--- src/rtl/ddr_arb_pkg.sv ---
// Shared types and widths for the DDR request arbiter.
package ddr_arb_pkg;

   localparam int DDR_IDX_W = 19;
   localparam int LINE_W    = 512;
   localparam int WORD_W    = 64;

   typedef enum logic [1:0] {
      IDLE  = 2'd0,
      ISSUE = 2'd1,
      WAIT  = 2'd2,
      RESP  = 2'd3
   } arb_state_e;

   // Instruction lines are 8 words long, so the word index is aligned down to a line boundary
   function automatic logic [DDR_IDX_W-1:0] line_align(input logic [DDR_IDX_W-1:0] idx);
      return idx & ~19'h7;
   endfunction

endpackage

--- src/rtl/ddr_arb_prio.sv ---
// Grant selection between IF and LS with a saturating LS-streak counter that
// lets a waiting IF request win once LS has been granted STARVE_LIMIT times in a row.
module ddr_arb_prio #(
   parameter int STARVE_LIMIT = 4
) (
   input  logic clock,
   input  logic reset,
   input  logic grant_en,
   input  logic if_valid,
   input  logic ls_valid,
   output logic grant_if,
   output logic grant_ls
);

   localparam int CW = $clog2(STARVE_LIMIT + 1);

   logic [CW-1:0] streak_r;
   logic          starve_s;

   // LS normally wins; a pending IF wins once the LS streak has saturated
   always_comb begin
      starve_s = (streak_r == CW'(STARVE_LIMIT));
      grant_if = grant_en && if_valid && (!ls_valid || starve_s);
      grant_ls = grant_en && ls_valid && !(if_valid && starve_s);
   end

   // Count consecutive LS grants, saturating at the limit, cleared by any IF grant
   always_ff @(posedge clock or posedge reset) begin
      if (reset) begin
         streak_r <= '0;
      end else if (grant_if) begin
         streak_r <= '0;
      end else if (grant_ls && !starve_s) begin
         streak_r <= streak_r + CW'(1);
      end
   end

endmodule

--- src/rtl/ddr_req_arbiter.sv ---
// Arbitrates IF line fetches and LS word accesses onto a single DDR port.
// One access at a time; DDR pins are held for the whole access and every
// issued access runs to completion, since the DDR cannot abort.
module ddr_req_arbiter
   import ddr_arb_pkg::*;
#(
   parameter int STARVE_LIMIT = 4
) (
   input  logic                 clock,
   input  logic                 reset,
   input  logic                 if_req_valid,
   output logic                 if_req_ready,
   input  logic [DDR_IDX_W-1:0] if_req_index,
   input  logic                 if_flush,
   output logic                 if_resp_valid,
   output logic [LINE_W-1:0]    if_resp_data,
   input  logic                 ls_req_valid,
   output logic                 ls_req_ready,
   input  logic                 ls_req_write,
   input  logic [DDR_IDX_W-1:0] ls_req_index,
   input  logic [WORD_W-1:0]    ls_req_wdata,
   input  logic [WORD_W-1:0]    ls_req_wmask,
   output logic                 ls_resp_valid,
   output logic [WORD_W-1:0]    ls_resp_rdata,
   output logic                 ddr_chip_enable,
   output logic [DDR_IDX_W-1:0] ddr_index,
   output logic                 ddr_write_enable,
   output logic                 ddr_burst_mode,
   output logic [WORD_W-1:0]    ddr_opstore_write_mask,
   output logic [WORD_W-1:0]    ddr_opstore_write_data,
   output logic [LINE_W-1:0]    ddr_l2_write_data,
   input  logic [WORD_W-1:0]    ddr_opload_read_data,
   input  logic [LINE_W-1:0]    ddr_pc_read_inst,
   input  logic                 ddr_operation_done,
   input  logic                 ddr_ready
);

   arb_state_e state_r;
   arb_state_e next_s;
   logic       idle_s;
   logic       grant_if_s;
   logic       grant_ls_s;
   logic       drop_r;

   assign ddr_l2_write_data = {LINE_W{1'b0}};

   ddr_arb_prio #(
      .STARVE_LIMIT (STARVE_LIMIT)
   ) u_prio (
      .clock    (clock),
      .reset    (reset),
      .grant_en (idle_s),
      .if_valid (if_req_valid),
      .ls_valid (ls_req_valid),
      .grant_if (grant_if_s),
      .grant_ls (grant_ls_s)
   );

   // Readiness only in IDLE, and withheld from the losing side on a grant cycle
   always_comb begin
      idle_s       = (state_r == IDLE) && !reset;
      if_req_ready = idle_s && !grant_ls_s;
      ls_req_ready = idle_s && !grant_if_s;
   end

   // Next-state: accept, wait for DDR idle, wait for completion, respond
   always_comb begin
      next_s = state_r;
      case (state_r)
         IDLE: begin
            if (grant_if_s || grant_ls_s) next_s = ISSUE;
            else                          next_s = IDLE;
         end
         ISSUE: begin
            if (ddr_ready) next_s = WAIT;
            else           next_s = ISSUE;
         end
         WAIT: begin
            if (ddr_operation_done) next_s = RESP;
            else                    next_s = WAIT;
         end
         RESP:    next_s = IDLE;
         default: next_s = IDLE;
      endcase
   end

   // State register
   always_ff @(posedge clock or posedge reset) begin
      if (reset) state_r <= IDLE;
      else       state_r <= next_s;
   end

   // Start pulse: one cycle, only while the DDR reports idle; leaving ISSUE prevents a second pulse
   always_ff @(posedge clock or posedge reset) begin
      if (reset) ddr_chip_enable <= 1'b0;
      else       ddr_chip_enable <= (state_r == ISSUE) && ddr_ready;
   end

   // Capture the granted request straight into the DDR pin registers; held until the next grant
   always_ff @(posedge clock or posedge reset) begin
      if (reset) begin
         ddr_index              <= '0;
         ddr_write_enable       <= 1'b0;
         ddr_burst_mode         <= 1'b0;
         ddr_opstore_write_mask <= '0;
         ddr_opstore_write_data <= '0;
      end else if (grant_if_s) begin
         ddr_index              <= line_align(if_req_index);
         ddr_write_enable       <= 1'b0;
         ddr_burst_mode         <= 1'b1;
         ddr_opstore_write_mask <= '0;
         ddr_opstore_write_data <= '0;
      end else if (grant_ls_s) begin
         ddr_index              <= ls_req_index;
         ddr_write_enable       <= ls_req_write;
         ddr_burst_mode         <= 1'b0;
         ddr_opstore_write_mask <= ls_req_wmask;
         ddr_opstore_write_data <= ls_req_wdata;
      end
   end

   // Remember a flush that hits an IF access in flight; cleared as the access retires
   always_ff @(posedge clock or posedge reset) begin
      if (reset) begin
         drop_r <= 1'b0;
      end else if (state_r == RESP) begin
         drop_r <= 1'b0;
      end else if ((state_r != IDLE) && ddr_burst_mode && if_flush) begin
         drop_r <= 1'b1;
      end
   end

   // Read data captured on completion; response pulses issued from RESP
   always_ff @(posedge clock or posedge reset) begin
      if (reset) begin
         if_resp_valid <= 1'b0;
         if_resp_data  <= '0;
         ls_resp_valid <= 1'b0;
         ls_resp_rdata <= '0;
      end else begin
         if_resp_valid <= 1'b0;
         ls_resp_valid <= 1'b0;
         if ((state_r == WAIT) && ddr_operation_done) begin
            if (ddr_burst_mode)        if_resp_data  <= ddr_pc_read_inst;
            else if (ddr_write_enable) ls_resp_rdata <= '0;
            else                       ls_resp_rdata <= ddr_opload_read_data;
         end
         if (state_r == RESP) begin
            if (ddr_burst_mode) if_resp_valid <= !(drop_r || if_flush);
            else                ls_resp_valid <= 1'b1;
         end
      end
   end

endmodule
--- config.mk ---
export PLATFORM = sky130hd
export DESIGN_NAME = ddr_req_arbiter
export DESIGN_NICKNAME = d
export VERILOG_FILES = /design/src/rtl/ddr_arb_pkg.sv /design/src/rtl/ddr_arb_prio.sv /design/src/rtl/ddr_req_arbiter.sv
export SDC_FILE = /design/constraint.sdc
export NUM_CORES = 1
export LEC_CHECK = 0
export CAP_MARGIN = 40
export CORE_AREA = 2 2 780 782
export CTS_BUF_LIST = sky130_fd_sc_hd__clkbuf_4 sky130_fd_sc_hd__clkbuf_8
export DETAILED_ROUTE_END_ITERATION = 12
export DIE_AREA = 0 0 782 784
export DONT_BUFFER_PORTS = 1
export PLACE_DENSITY_LB_ADDON = 0.05
export RECOVER_POWER = 100
export SLEW_MARGIN = 20
export SYNTH_ARGS = -nofsm -noshare
export SYNTH_HDL_FRONTEND = slang
export SYNTH_SLANG_ARGS = --single-unit
--- constraint.sdc ---
create_clock -name clock -period 31.8 [get_ports clock]
set_input_delay 7.95 -clock clock [delete_from_list [all_inputs] [get_ports clock]]
set_output_delay 7.95 -clock clock [all_outputs]
set_load 0.02 [all_outputs]
; Word-level counts from Yosys, hierarchy flattened
; Index checks and enable logic that the tools add are counted.
[word_totals]
out_inout_bits = 1242
input_bits = 750
reg_bits = 734
wordCells = 72
[op_classes]
n_reduce_logical = 30
n_bitwise = 1
n_mux = 23
addsub = 1
n_eq_ne = 4
[op_table]
columns = cell, count
row1 = 64-bit two-way mux, 5
row2 = 19-bit two-way mux, 2
row3 = 1-bit logical AND, 13
row4 = 1-bit two-way mux, 12
row5 = 2-bit one-hot mux with 4 select lines, 1
row6 = 2-bit nonzero test, 4
row7 = 1-bit zero test, 7
row8 = 3-bit two-way mux, 2
row9 = "2-bit == test, second input constant", 2
row10 = 2-bit AND reduction, 2
row11 = "3-bit by 1-bit adder with 3-bit output, second input constant", 1
row12 = "3-bit == test, second input constant", 1
row13 = 1-bit logical OR, 3
row14 = "2-bit by 1-bit == test with 1-bit output, second input constant", 1
row15 = 2-bit zero test, 1
row16 = 2-bit two-way mux, 1
row17 = 1-bit NOT, 1

; Depth between registers and ports, before layout
[depth]
depth_word = 7
ltp_mapped = 8
ltp_nobuf = 5

; Hierarchy
; Synthesis repeated with hierarchy kept, for this count alone.
[unflattened]
hier_cells = 2347
hier_area_um2 = 34579.4
[by_module_without_submodules]
columns = mod, cells_each, seq_area_each_um2, instances, area_each_um2
row1 = ddr_req_arbiter, 2325, 18292.5, 1, 34358.0
row2 = ddr_arb_prio, 22, 75.1, 1, 221.5

; Least setup slack after synthesis
; No wires, ideal clock.
[synth_timing]
path_type = input -> output
startpoint = input port if_req_valid
endpoint = output port if_req_ready
n_path_buf = 2
stages = 5
slack_ps = 14837
required_time_ps = 23850
arrival_time_ps = 9013
path_cell_list = and3_1 -> clkbuf_1 -> clkbuf_1 -> nor2_1 -> nor2_1
[synth_via]
elab_chain_len = 5
[synth_rtl]
columns = item, line
row1 = from (decl), ddr_req_arbiter.sv:11  ; input logic if_req_valid,
row2 = 1-bit logical AND, ddr_arb_prio.sv:24  ; grant_ls = grant_en && ls_valid && !(if_valid && starve_s);
row3 = 1-bit zero test, ddr_arb_prio.sv:24
row4 = 1-bit logical AND, ddr_arb_prio.sv:24
row5 = 1-bit zero test, ddr_req_arbiter.sv:62  ; if_req_ready = idle_s && !grant_ls_s;
row6 = 1-bit logical AND, ddr_req_arbiter.sv:62
row7 = to (decl), ddr_req_arbiter.sv:12  ; output logic if_req_ready,
; No other way between the ends.

==> impl_metrics.csv <==
group,metric,value,unit
clock_tree,htree_levels,4,
sta,hold_ws,0.4904,ns
clock_tree,clk_pin_slew,0.05,ns
sta,worstMarginPinSlew,7.390,ns
grt,grt_max_degree,99,
floorplan,rows,286,
power_and_ir_drop,ir_worst_vdd,0.03356,mV
floorplan,dieWidth,782,um
floorplan,die_h,784,um
logic_synthesis,synth_ff_type,"dfrtp_1",
logic_synthesis,synth-simple-area-share,2.760,%
logic_synthesis,synth_top_area_cell,"dfrtp_1",
job,maxCapViolations,31,
routing,vias_per_cell,1.785,
placed_design,place_congestion,0.7318,
sta,slew-limit-headroom,-392.6,%
sta,hold_viol_final,0,
worst_setup_path,critPathTopFamily,"buffers and inverters",
grt,grt_pass1_vias,18878,
sta,final.period_utilization,62.23,%
worst_setup_path,path_common_cell,"clkbuf_1",
finish,area_growth,39.25,%
floorplan,fp.coreArea,0.6048,mm^2
worst_setup_path,crit_required,32.89,ns
clock_tree,clockRootBuffer,"clkbuf_8",
logic_synthesis,synth_warnings,0,
floorplan,die_area,0.6131,mm^2
worst_setup_path,path_buf_inv,6,
worst_setup_path,slowest_delay,5.03,ns
logic_synthesis,synth_edf_count,0,
worst_setup_path,end_kind,"asynchronous set/reset pin",
worst_setup_path,path_cells,"clkinvlp_2 > clkbuf_1 > clkbuf_1 > clkbuf_1 > clkbuf_1 > buf_4",
logic_synthesis,synth_top_family_by_area,"multiplexers",
finish,final_nets,3197,
logic_synthesis,synthAdderAreaFrac,0.07999,%
routing,vias,19088,
routing,postRouteAntennaNets,0,
logic_synthesis,async_flop_share,100.0,%
grt,overflow,0,
clock_tree,cts_made_buffers,197,
logic_synthesis,syn_area_per_cell,13.66,um^2
finish,final_cell_area,0.04356,mm^2
logic_synthesis,synthXorXnorAreaFrac,0,%
logic_synthesis,seq_area_frac_synth,58.71,%
clock_tree,cts_buffer_depth,4,
worst_setup_path,worstPathMaxFanout,99,
clock_tree,cts_setup_buffers,0,
power_and_ir_drop,p_per_area,115.3,mW/mm^2
power_and_ir_drop,p_total,0.005024,W
worst_setup_path,startpoint_type,"primary input",
power_and_ir_drop,p_leak,16.61,nW
grt,grt_antenna_before_repair,332,
worst_hold_path,hp-class,"flop to flop",
outcome,violations,"max-capacitance violations, max-slew violations",
finish,drive_gt1_share,33.54,%
logic_synthesis,synthCells,2290,
worst_setup_path,slowest_stage,"clkbuf_1",
placed_design,hpwl,229.7,mm
clock_tree,cts_tree,"built",
outcome,status,"complete, but fails checks",
sta,fin_setup_tns,0,ns
logic_synthesis,synth_cell_types,32,
placed_design,post_dp_cell_area,0.04004,mm^2
worst_setup_path,arrival,20.88,ns
sta,finalCriticalPeriod,19.79,ns
routing,initialDrtViolationCount,771,
logic_synthesis,synth_compound_area_share,5.879,%
routing,drc,0,
floorplan,pin_count,1992,
placed_design,port_buffers,0,
sta,final-max-slew-violation-count,1336,
sta,rsz0062_at_grt,"no",
clock_tree,clk_latency,1.05,ns
logic_synthesis,ys_ff_latch,734,
grt,grt_use_total,8.455,%
sta,fmax,50.54,MHz
logic_synthesis,synth_area_leaders,"dfrtp_1 59%, mux2_2 18%, buf_4 12%",
logic_synthesis,syn-cell-area,0.03129,mm^2
sta,setup_viol,0,
floorplan,start_util,5.173,%
routing,wl_per_cell,25.43,um
worst_setup_path,worst-setup-path-type,"primary input to asynchronous set/reset pin",
routing,first_pass_iters,4,
clock_tree,cts_sinks,734,
clock_tree,cts_resized,0,
clock_tree,cts_hold_buffers,0,
logic_synthesis,synth_top_area_share,58.71,%
grt,grt_first_pass_wirelength,318.0,mm
finish,final_util,7.204,%
logic_synthesis,yosysMostFrequentCell,"dfrtp_1",
logic_synthesis,muxShareOfSynthArea,18.47,%
logic_synthesis,synth_common_cells,"734 x dfrtp_1, 520 x buf_4, 513 x mux2_2",
routing,drt_wl_total,271.9,mm
sta,fin_skew,0.1034,ns
[cell type report]
type                    count  area [um^2]
flip-flops and latches    734        18370
clock buffers             311         3836
multi-input cells        1431        10420
well taps                8064        10090
fillers                 70363       561200
repair buffers             74        366.6
diodes                     46        115.1
inverters                   7        27.53
clock inverters            28        342.8
[routing by layer]
metal | global-route usage, % | up-vias | routed length [um] | part of all wire, %
li1 | - | 7298 | - | -
met1 | 8.077 | 9394 | 87340 | 32
met2 | 15.20 | 1644 | 136700 | 50
met3 | 5.365 | 650 | 38300 | 14
met4 | 1.905 | 102 | 8888 | 3.3
met5 | 0 | - | 703 | 0.26
[where the power goes]
part / internal, W / leakage [nW] / switching (W)
logic: 0.000412 / 5.35 / 0.000426
registers: 0.00137 / 9.02 / 0.00140
clock network: 0.000800 / 2.23 / 0.000616
total: 0.00258 / 16.6 / 0.00244
[through the flow]
stage	worst slack (ns)	cells
floorplan	3.256	2801
global placement	14.61	10274
detailed placement	14.69	10309
CTS	14.69	10648
global route	9.283	10659
finish	12.01	10695
[sequential cells by signal, summed over array words and instances (netlist names), 3 cells and up, named ones only]
name,count
ddr_index,19
ddr_opstore_write_data,64
ddr_opstore_write_mask,64
if_resp_data,512
ls_resp_rdata,64
u_prio.streak_r,3
[cell families (layout without fill, tap and decap cells)]
kind of cell    count (synthesis)  in the layout
buf+inv                       636            420
compound gates                239            239
other cells                     1            558
simple gates                  165            165
fa+ha+maj                       2              2
mux                           513            513
flops                         734            734
[placed cells by master, fill, tap and decap left out, types with 2 or more instances in the layout]
cell type	count
diode_2	46
nor3_1	2
clkinv_2	14
buf_1	5
bufinv_16	5
dfrtp_1	734
clkinv_8	3
mux2_2	513
a22o_1	134
ha_1	2
inv_12	2
a2bb2oi_1	16
nand2b_1	83
inv_1	5
o32ai_1	16
buf_4	10
inv_8	3
nand2_1	66
conb_1	512
clkbuf_1	56
clkbuf_4	71
nor2_1	7
clkbuf_8	240
o21ai_0	67
[final timing paths]
kind | startpoint | endpoint | slack, ns | depth (start not counted)
worst max-delay path | reset | if_resp_data[61] | 12.01 | 6
worst min-delay path | drop_r | drop_r | 0.49 | 1
worst max register to register | ddr_burst_mode | if_resp_data[49] | 18.87 | 9
worst min register to register | drop_r | drop_r | 0.49 | 1
max in group clock | ddr_operation_done | if_resp_data[49] | 12.60 | 9
min in group asynchronous | reset | if_resp_data[411] | 8.14 | 1
Note: power is estimated with default switching activity, not from simulation.
